[src/rtl/dut_result_uart.sv]
// dut_result_uart: captures the 54-bit Z result of a DSP DUT on a capture
// pulse and streams it to the host as an uppercase ASCII hex line ending in
// CR LF, over an 8N1 UART transmitter.
// Optional feature macro: DUT_RESULT_UART_SEQNUM_EN prefixes each line with a
// two-digit hex sequence number and a space (19 characters per line).
module dut_result_uart #(
    parameter int CLKS_PER_BIT = 104,
    parameter int Z_WIDTH      = 54
) (
    input  logic               clk,
    input  logic               rst,
    input  logic               capture,
    input  logic [Z_WIDTH-1:0] z,
    output logic               uart_tx,
    output logic               busy,
    output logic [7:0]         overrun
);

    localparam int                CNT_W    = $clog2(CLKS_PER_BIT);
    localparam logic [CNT_W-1:0]  CNT_LAST = CNT_W'(CLKS_PER_BIT - 1);

`ifdef DUT_RESULT_UART_SEQNUM_EN
    // Line: 2 sequence digits, space, 14 result digits, CR, LF.
    localparam logic [4:0] LAST_IDX = 5'd18;
    localparam logic [4:0] Z_OFS    = 5'd3;
`else
    // Line: 14 result digits, CR, LF.
    localparam logic [4:0] LAST_IDX = 5'd15;
    localparam logic [4:0] Z_OFS    = 5'd0;
`endif

    localparam logic [1:0] S_IDLE  = 2'd0;
    localparam logic [1:0] S_START = 2'd1;
    localparam logic [1:0] S_DATA  = 2'd2;
    localparam logic [1:0] S_STOP  = 2'd3;

    logic [1:0]         r_state;
    logic [CNT_W-1:0]   r_cnt;
    logic [2:0]         r_bit;
    logic [4:0]         r_idx;
    logic [Z_WIDTH-1:0] r_zl;
    logic               r_tx;
    logic [7:0]         r_ovr;

    logic               w_accept;
    logic               w_drop;
    logic               w_bit_end;
    logic [55:0]        w_zext;
    logic [4:0]         w_dig;
    logic [3:0]         w_nib;
    logic [7:0]         w_char;

`ifdef DUT_RESULT_UART_SEQNUM_EN
    logic [7:0]         r_seq;
    logic [7:0]         r_seq_l;
`endif

    // Map a nibble to its uppercase ASCII hex digit.
    function automatic logic [7:0] hex_ascii(input logic [3:0] n);
        return (n < 4'd10) ? (8'h30 + {4'h0, n}) : (8'h37 + {4'h0, n});
    endfunction

    assign w_accept  = capture && (r_state == S_IDLE);
    assign w_drop    = capture && (r_state != S_IDLE);
    assign w_bit_end = (r_cnt == CNT_LAST);
    assign w_zext    = 56'(r_zl);
    // Digit position within the result field; wraps out of range for prefix chars.
    assign w_dig     = r_idx - Z_OFS;

    // Character byte for the current line position, derived from the shadow register.
    always_comb begin
        // NOTE: every combinational output gets a default first so no path leaves it unassigned (no latch).
        w_nib = 4'h0;
        for (int i = 0; i < 14; i++) begin
            if (w_dig == 5'(i)) w_nib = w_zext[4*(13-i) +: 4];
        end
        w_char = hex_ascii(w_nib);
        if (r_idx == LAST_IDX - 5'd1) begin
            w_char = 8'h0D;
        end else if (r_idx == LAST_IDX) begin
            w_char = 8'h0A;
        end
`ifdef DUT_RESULT_UART_SEQNUM_EN
        if (r_idx == 5'd0) begin
            w_char = hex_ascii(r_seq_l[7:4]);
        end else if (r_idx == 5'd1) begin
            w_char = hex_ascii(r_seq_l[3:0]);
        end else if (r_idx == 5'd2) begin
            w_char = 8'h20;
        end
`endif
    end

    // Shadow copy of z taken on an accepted capture; held for the whole frame.
    always_ff @(posedge clk) begin
        // NOTE: pure data register with no reset; it is only read while busy, after an accept loaded it.
        if (w_accept) r_zl <= z;
    end

    // Frame sequencer: START, 8 DATA bits LSB first, STOP per character, characters back-to-back.
    always_ff @(posedge clk or posedge rst) begin
        // NOTE: sequential state uses non-blocking assignments so every flop samples pre-edge values.
        if (rst) begin
            r_state <= S_IDLE;
            r_cnt   <= '0;
            r_bit   <= '0;
            r_idx   <= '0;
            r_tx    <= 1'b1;
        end else begin
            case (r_state)
                S_IDLE: begin
                    if (w_accept) begin
                        r_state <= S_START;
                        r_cnt   <= '0;
                        r_idx   <= '0;
                        r_tx    <= 1'b0;
                    end
                end
                S_START: begin
                    if (w_bit_end) begin
                        r_cnt   <= '0;
                        r_bit   <= '0;
                        r_tx    <= w_char[0];
                        r_state <= S_DATA;
                    end else begin
                        r_cnt <= r_cnt + CNT_W'(1);
                    end
                end
                S_DATA: begin
                    if (w_bit_end) begin
                        r_cnt <= '0;
                        if (r_bit == 3'd7) begin
                            r_tx    <= 1'b1;
                            r_state <= S_STOP;
                        end else begin
                            r_bit <= r_bit + 3'd1;
                            r_tx  <= w_char[r_bit + 3'd1];
                        end
                    end else begin
                        r_cnt <= r_cnt + CNT_W'(1);
                    end
                end
                S_STOP: begin
                    if (w_bit_end) begin
                        r_cnt <= '0;
                        if (r_idx == LAST_IDX) begin
                            r_tx    <= 1'b1;
                            r_state <= S_IDLE;
                        end else begin
                            r_idx   <= r_idx + 5'd1;
                            r_tx    <= 1'b0;
                            r_state <= S_START;
                        end
                    end else begin
                        r_cnt <= r_cnt + CNT_W'(1);
                    end
                end
                default: r_state <= S_IDLE;
            endcase
        end
    end

    // Saturating count of captures that arrived while a frame was in flight.
    always_ff @(posedge clk or posedge rst) begin
        if (rst) begin
            r_ovr <= '0;
        end else if (w_drop && (r_ovr != 8'hFF)) begin
            r_ovr <= r_ovr + 8'd1;
        end
    end

`ifdef DUT_RESULT_UART_SEQNUM_EN
    // Sequence number: latch the current value for this line, then advance (wraps at 255).
    always_ff @(posedge clk or posedge rst) begin
        if (rst) begin
            r_seq   <= '0;
            r_seq_l <= '0;
        end else if (w_accept) begin
            r_seq_l <= r_seq;
            r_seq   <= r_seq + 8'd1;
        end
    end
`endif

    assign uart_tx = r_tx;
    assign busy    = (r_state != S_IDLE);
    assign overrun = r_ovr;

endmodule
[config.mk]
export PLATFORM = sky130hd
export DESIGN_NAME = dut_result_uart
export DESIGN_NICKNAME = d
export VERILOG_FILES = /design/src/rtl/dut_result_uart.sv
export SDC_FILE = /design/constraint.sdc
export NUM_CORES = 1
export LEC_CHECK = 0
export CORE_MARGIN = 3
export CORE_UTILIZATION = 60
export CTS_CLUSTER_SIZE = 25
export DETAILED_ROUTE_END_ITERATION = 10
export DONT_BUFFER_PORTS = 1
export PLACE_DENSITY = 0.84
export SLEW_MARGIN = 20
export SYNTH_ARGS = -nofsm -noshare
export SYNTH_HDL_FRONTEND = slang
export SYNTH_SLANG_ARGS = --single-unit
[constraint.sdc]
create_clock -name clk -period 8.2 [get_ports clk]
set_input_delay 1.64 -clock clk [delete_from_list [all_inputs] [get_ports clk]]
set_output_delay 1.64 -clock clk [all_outputs]
set_load 0.05 [all_outputs]
== After elaboration in Yosys (flattened, before gate mapping) ==
Cells that the tools add are included.

* Register bits after elaboration: 80
* Bits in latches: 0
* Memory bits (writable): 0
* Memory bits (read-only): 0
* Input bits: 57
* Output and inout port bits: 10
* Memories kept: 0

* $add $sub $neg: 6
* Multipliers: 0
* Div/mod/pow operators: 0
* $lt $le $gt $ge: 2
* Equality and inequality tests: 28
* Shift-type cells: 0
* Mux-type cells: 44
* Bitwise operators: 0
* Reductions and logical operators: 13

{| class="wikitable"
|+ Operators with widths
! kind !! count
|-
| 4-bit 2-to-1 mux || 13
|-
| 5-bit by 4-bit == test with 1-bit output (second input constant) || 8
|-
| 7-bit 2-to-1 mux || 5
|-
| 5-bit by 3-bit == test with 1-bit output (second input constant) || 4
|-
| 5-bit 2-to-1 mux || 3
|-
| 6-bit by 4-bit adder with 7-bit output (first input constant) || 2
|-
| 2-bit inequality test (second input constant) || 7
|-
| 7-bit case mux with 2 select lines || 1
|-
| 2-bit 2-to-1 mux || 6
|-
| 4-bit AND reduction || 3
|-
| 5-bit by 2-bit == test with 1-bit output (second input constant) || 2
|-
| 5-bit case mux with 2 select lines || 1
|-
| 3-bit 2-to-1 mux || 3
|-
| 8-bit by 1-bit adder with 8-bit output (second input constant) || 1
|-
| 1-bit 2-to-1 mux || 8
|-
| 8-bit inequality test (second input constant) || 1
|-
| 2-bit case mux with 4 select lines || 1
|-
| 7-bit by 1-bit adder with 7-bit output (second input constant) || 1
|-
| 7-bit == test (second input constant) || 1
|-
| 3-bit case mux with 2 select lines || 1
|-
| 2-bit nonzero test || 3
|-
| 5-bit by 1-bit adder with 5-bit output (second input constant) || 1
|-
| 5-bit by 1-bit == test with 1-bit output (second input constant) || 1
|-
| 5-bit zero test || 1
|-
| 12 further kinds || 15
|}

== Depth between registers and ports, before layout ==
* Depth after elaboration: 24
* Depth in mapped cells: 17
* Mapped depth without buffers: 14

== Least setup slack after synthesis ==
OpenSTA, ideal clock, no wires.

* Path kind: input port to flip-flop
* Start: input port capture
* End: register r_zl[0] (enable)
* Library setup time: 0.466 ns
* Arrival: 3.970 ns
* Data required time: 7.734 ns
* Setup slack: 3.764 ns
* Cell stages on the path: 2
* Cells stage by stage: inv_1 -> nor2_1

* Word-level cells in the longest chain between the ends: 1

{| class="wikitable"
|+ Ends and longest elaborated chain
! item !! RTL line !! text
|-
| start, declared || 12 || <nowiki>input logic capture,</nowiki>
|-
| 1-bit logical AND || 63 || <nowiki>assign w_accept = capture && (r_state == S_IDLE);</nowiki>
|-
| named net w_accept || 45 || <nowiki>logic w_accept;</nowiki>
|-
| end signal, assigned || 97 || <nowiki>if (w_accept) r_zl <= z;</nowiki>
|-
| end, declared || 41 || <nowiki>logic [Z_WIDTH-1:0] r_zl;</nowiki>
|}

The timed path passes the listed nets, and every way through them passes these cells.
A chain may end at the register's enable or synchronous reset.

== Worst setup path after layout ==
* Start: register r_idx[0]
* End: register r_tx, in the netlist uart_tx

* Word-level cells in the longest chain between the ends: 24
* Elaborated cells between the ends (all ways): 44

{| class="wikitable"
|+ Ends and longest elaborated chain
! item !! RTL line !! text
|-
| start, declared || 40 || <nowiki>logic [4:0] r_idx;</nowiki>
|-
| start signal, assigned || 150 || <nowiki>r_idx <= r_idx + 5'd1;</nowiki>
|-
| 5-bit zero test || 75 || <nowiki>if (w_dig == 5'(i)) w_nib = w_zext[4*(13-i) +: 4];</nowiki>
|-
| 2-bit 2-to-1 mux || 75 ||
|-
| 4-bit 2-to-1 mux (13 in a row) || 75 ||
|-
| 6-bit by 4-bit adder with 7-bit output / 4-bit less-than comparator (equally long branches) || 60 || <nowiki>return (n < 4'd10) ? (8'h30 + {4'h0, n}) : (8'h37 + {4'h0, n});</nowiki>
|-
| 7-bit 2-to-1 mux || 60 ||
|-
| 7-bit 2-to-1 mux || 80 || <nowiki>end else if (r_idx == LAST_IDX) begin</nowiki>
|-
| 7-bit 2-to-1 mux || 78 || <nowiki>if (r_idx == LAST_IDX - 5'd1) begin</nowiki>
|-
| 1-bit binary-select mux with 3-bit select || 137 || <nowiki>r_tx <= w_char[r_bit + 3'd1];</nowiki>
|-
| 1-bit 2-to-1 mux (implied by the code) || 137 ||
|-
| 1-bit 2-to-1 mux || 132 || <nowiki>if (r_bit == 3'd7) begin</nowiki>
|-
| 1-bit 2-to-1 mux || 130 || <nowiki>if (w_bit_end) begin</nowiki>
|-
| 1-bit case mux with 4 select lines (*) || 110 || <nowiki>case (r_state)</nowiki>
|-
| end signal, assigned || 123 || <nowiki>r_tx <= w_char[0];</nowiki>
|-
| end signal, assigned || 137 ||
|-
| end, declared || 42 || <nowiki>logic r_tx;</nowiki>
|}

Every way passes the cells marked *; elsewhere a longest branch is shown, timed or not. The select of a mux whose other input is x is not followed.

==> results.cfg <==
[detailed_routing]
firstDrtPassIters = 5
viasPerCell = 6.54
drt_iter0_drc = 220
drtAntennaViolNets = 0
wl_per_cell_um = 19.0
post-route-drc-count = 0
routed_wl_mm = 8.25
vias = 2846

[setup_path]
cp_common_cell = ha_1
cp.arrival_ns = 3.79
cp_max_fo = 27
rrSetupSlack_ns = 4.71
cpMaxStageDelayCell = ha_1
cp_slowest_stage_delay_ns = 0.78
reg2regPathDepth = 11
path_cells = inv_1 -> ha_1 -> nor3b_1 -> a2111oi_0 -> a211oi_1 -> a311oi_1 -> a21oi_2 -> ha_1 -> nor4b_1 -> a2111oi_2 -> a21o_1
end_kind = flop
cp-start-kind = flop
crit-reg2reg-launch = r_idx[0]
cp.required_ns = 8.50
r2r-end = uart_tx
crit_type = reg -> reg

[power_and_ir_drop]
power.total_uw = 904
leakagePower_nw = 1.52
netSwitchingFraction_pct = 28.3
p_comb_share_pct = 6.1
p_per_area_nw_per_um2 = 213
p_clk_share_pct = 35.9
seqPwrFrac_pct = 58.1
p_int_uw = 648
p_sw_uw = 256
ir_drop_uv = 146

[grt]
overflow = 0
grt_max_degree = 55
antenna_found_initial = 0
gr-usage-all-layers_pct = 22.9
grt_pass1_wl_mm = 13.2
grt_pass1_vias = 2726

[layout]
layout-drive-gt1-share_pct = 7.54
area_delta_synth_final_pct = 6.92
final_core_util_pct = 66.6
fin_nets = 425
finish.instance_area_um2 = 4260
diodes = 0
fin_cells = 435

[logic_synthesis]
synth_edf_count = 54
synth_cell_types = 50
synth-seq-cells = 80
synth_warnings = 0
yosysTopAreaCell = edfxtp_1
syn_area_um2 = 3980
syn-instance-count = 355
ys_top_cells_by_area = edfxtp_1 (41%), dfrtp_1 (16%), ha_1 (4.7%)
async_reset_ff_share_pct = 32.5
synth_nets = 427
synth_ff_type = edfxtp_1
synth_top_area_share_pct = 40.7
yosysSeqAreaShare_pct = 57.1
syn_area_per_cell_um2 = 11.2

[flow_run]
cap_violations = 0

[hold_path]
hold_end = r_cnt[1]
hold_depth = 2
hp-start = r_cnt[1]
hold_path.class = reg -> reg

[clocking]
cts_root_buffer = clkbuf_8
clock_path_buffers = 2
cts_resized = 0
hold_buffers = 0
cts_buffers = 9
htree_num_levels = 3
clock_sinks = 80
cts_tree = done
cts.clk_slew.worst_paths_ns = 0.08
clkLatencyLatePin_ns = 0.35
cts_setup_buffers = 0

[sta]
setup_tns_ns = 0
holdWs_ns = 0.518
post-route-min-period_ns = 3.49
fmax_ghz = 0.286
period_share_pct = 42.6
relSlewSlack_pct = 34.6
tightest_slew_ns = 0.980
rsz0062_at_grt = false
clock_skew_ns = 0.00554
setup_viol = 0
hold_viol = 0
finalMaxSlewViolations = 0
fin_ws_ns = 4.71

[floorplan]
die_h_um = 87.4
core_um2 = 6390
rows = 29
ios = 67
start_util_pct = 62.3
die_w_um = 87.4
die_area_um2 = 7650

[place]
portBuffers = 0
dpl_cell_area_um2 = 4030
dpl.hpwl_mm = 5.81
pre_cts_slack_ns = 4.76
dp.cells = 419
place.gp.congestion = 0.887

[run_status]
run_status = complete, no violations
[state kept, by name, indices dropped and copies added, names as in the netlist]
signal,flops
overrun,8
r_bit,3
r_cnt,7
r_idx,5
r_state,2
r_zl,54
uart_tx,1
[critical path, delay by kind of cell (launching register included)]
kind | cells | cell delay [ns]
buffers and inverters | 1 | 0.11
adder cells (fa/ha/maj) | 2 | 1.10
AO/OA/AOI/OAI | 6 | 1.54
flip-flops | 1 | 0.44
AND/OR/NAND/NOR | 2 | 0.24
[placed cells by master, fill, tap and decap left out, types with 4 or more instances in the layout]
master     n
a211oi_1   5
a21oi_1   22
a22o_1     6
a31oi_1    4
and3_1     7
clkbuf_8   9
dfrtp_1   25
edfxtp_1  54
ha_1      15
inv_1     18
nand2_1   35
nand2b_1   7
nand3_1   13
nand4_1    7
nor2_1    21
nor3_1     6
nor3b_1    7
o211ai_1   5
o21ai_0   22
o31ai_1    4
xnor2_1    7
[kinds of logic after synthesis]
family                   Yosys count  synth area share, %
XOR/XNOR                          10                 2.20
adder cells (fa/ha/maj)           15                 4.72
flip-flops                        80                 57.1
AND/OR/NAND/NOR                  118                 15.0
buffers and inverters             32                 3.30
AO/OA/AOI/OAI                     95                 16.3
multiplexers                       5                 1.32
[layer usage]
metal	global-route usage, %	share of wire [%]	vias to the layer above
met3	7.76	7.6	20
li1	-	-	1326
met2	36.6	50	124
met4	8.79	2.5	0
met1	29.0	40	1376
met5	0	0	-
[cells in the mapped netlist (2+ instances only)]
master,n
a2111oi_0,3
a211o_1,2
a211oi_1,5
a21o_1,2
a21oi_1,22
a21oi_2,3
a221oi_1,3
a22o_1,6
a22oi_1,2
a311oi_1,2
a31oi_1,4
a32oi_1,3
and3_1,7
buf_2,6
clkbuf_1,7
dfrtp_1,25
edfxtp_1,54
ha_1,15
inv_1,18
mux2_2,2
mux2i_1,3
nand2_1,35
nand2b_1,7
nand3_1,13
nand3b_1,3
nand4_1,7
nor2_1,22
nor2b_1,3
nor3_1,6
nor3b_1,7
o211ai_1,5
o21ai_0,22
o22ai_1,2
o31ai_1,4
or3_1,2
xnor2_1,7
xor2_1,3
[final cells by class]
class                      count  area (um^2)
clock inverter                 7          104
clock buffer                   9          124
sequential                    80         2270
multi-input combinational    243         1580
tap                           77         96.3
timing repair buffer           1         7.51
inverter                      18         67.6
fill                         457         2130
[power by group through the flow]
stage | Combinational (mW) | Sequential, mW | Clock, mW
5_1_grt | 0.0633 | 0.528 | 0.350
4_1_cts | 0.0556 | 0.525 | 0.330
6_report | 0.0548 | 0.525 | 0.324
3_5_place_dp | 0.0543 | 0.534 | 0
3_3_place_gp | 0.0514 | 0.532 | 0
2_1_floorplan | 0.0453 | 0.528 | 0
[worst max-delay path by stage]
stage,startpoint,endpoint,slack [ns]
3_5_place_dp,r_idx[0],uart_tx,4.76
2_1_floorplan,capture,r_zl[0],3.76
6_report,r_idx[0],uart_tx,4.71
5_1_grt,r_idx[0],uart_tx,4.38
3_3_place_gp,r_idx[0],uart_tx,4.88
4_1_cts,r_idx[0],uart_tx,4.73
(Power assumes the default switching activity.)
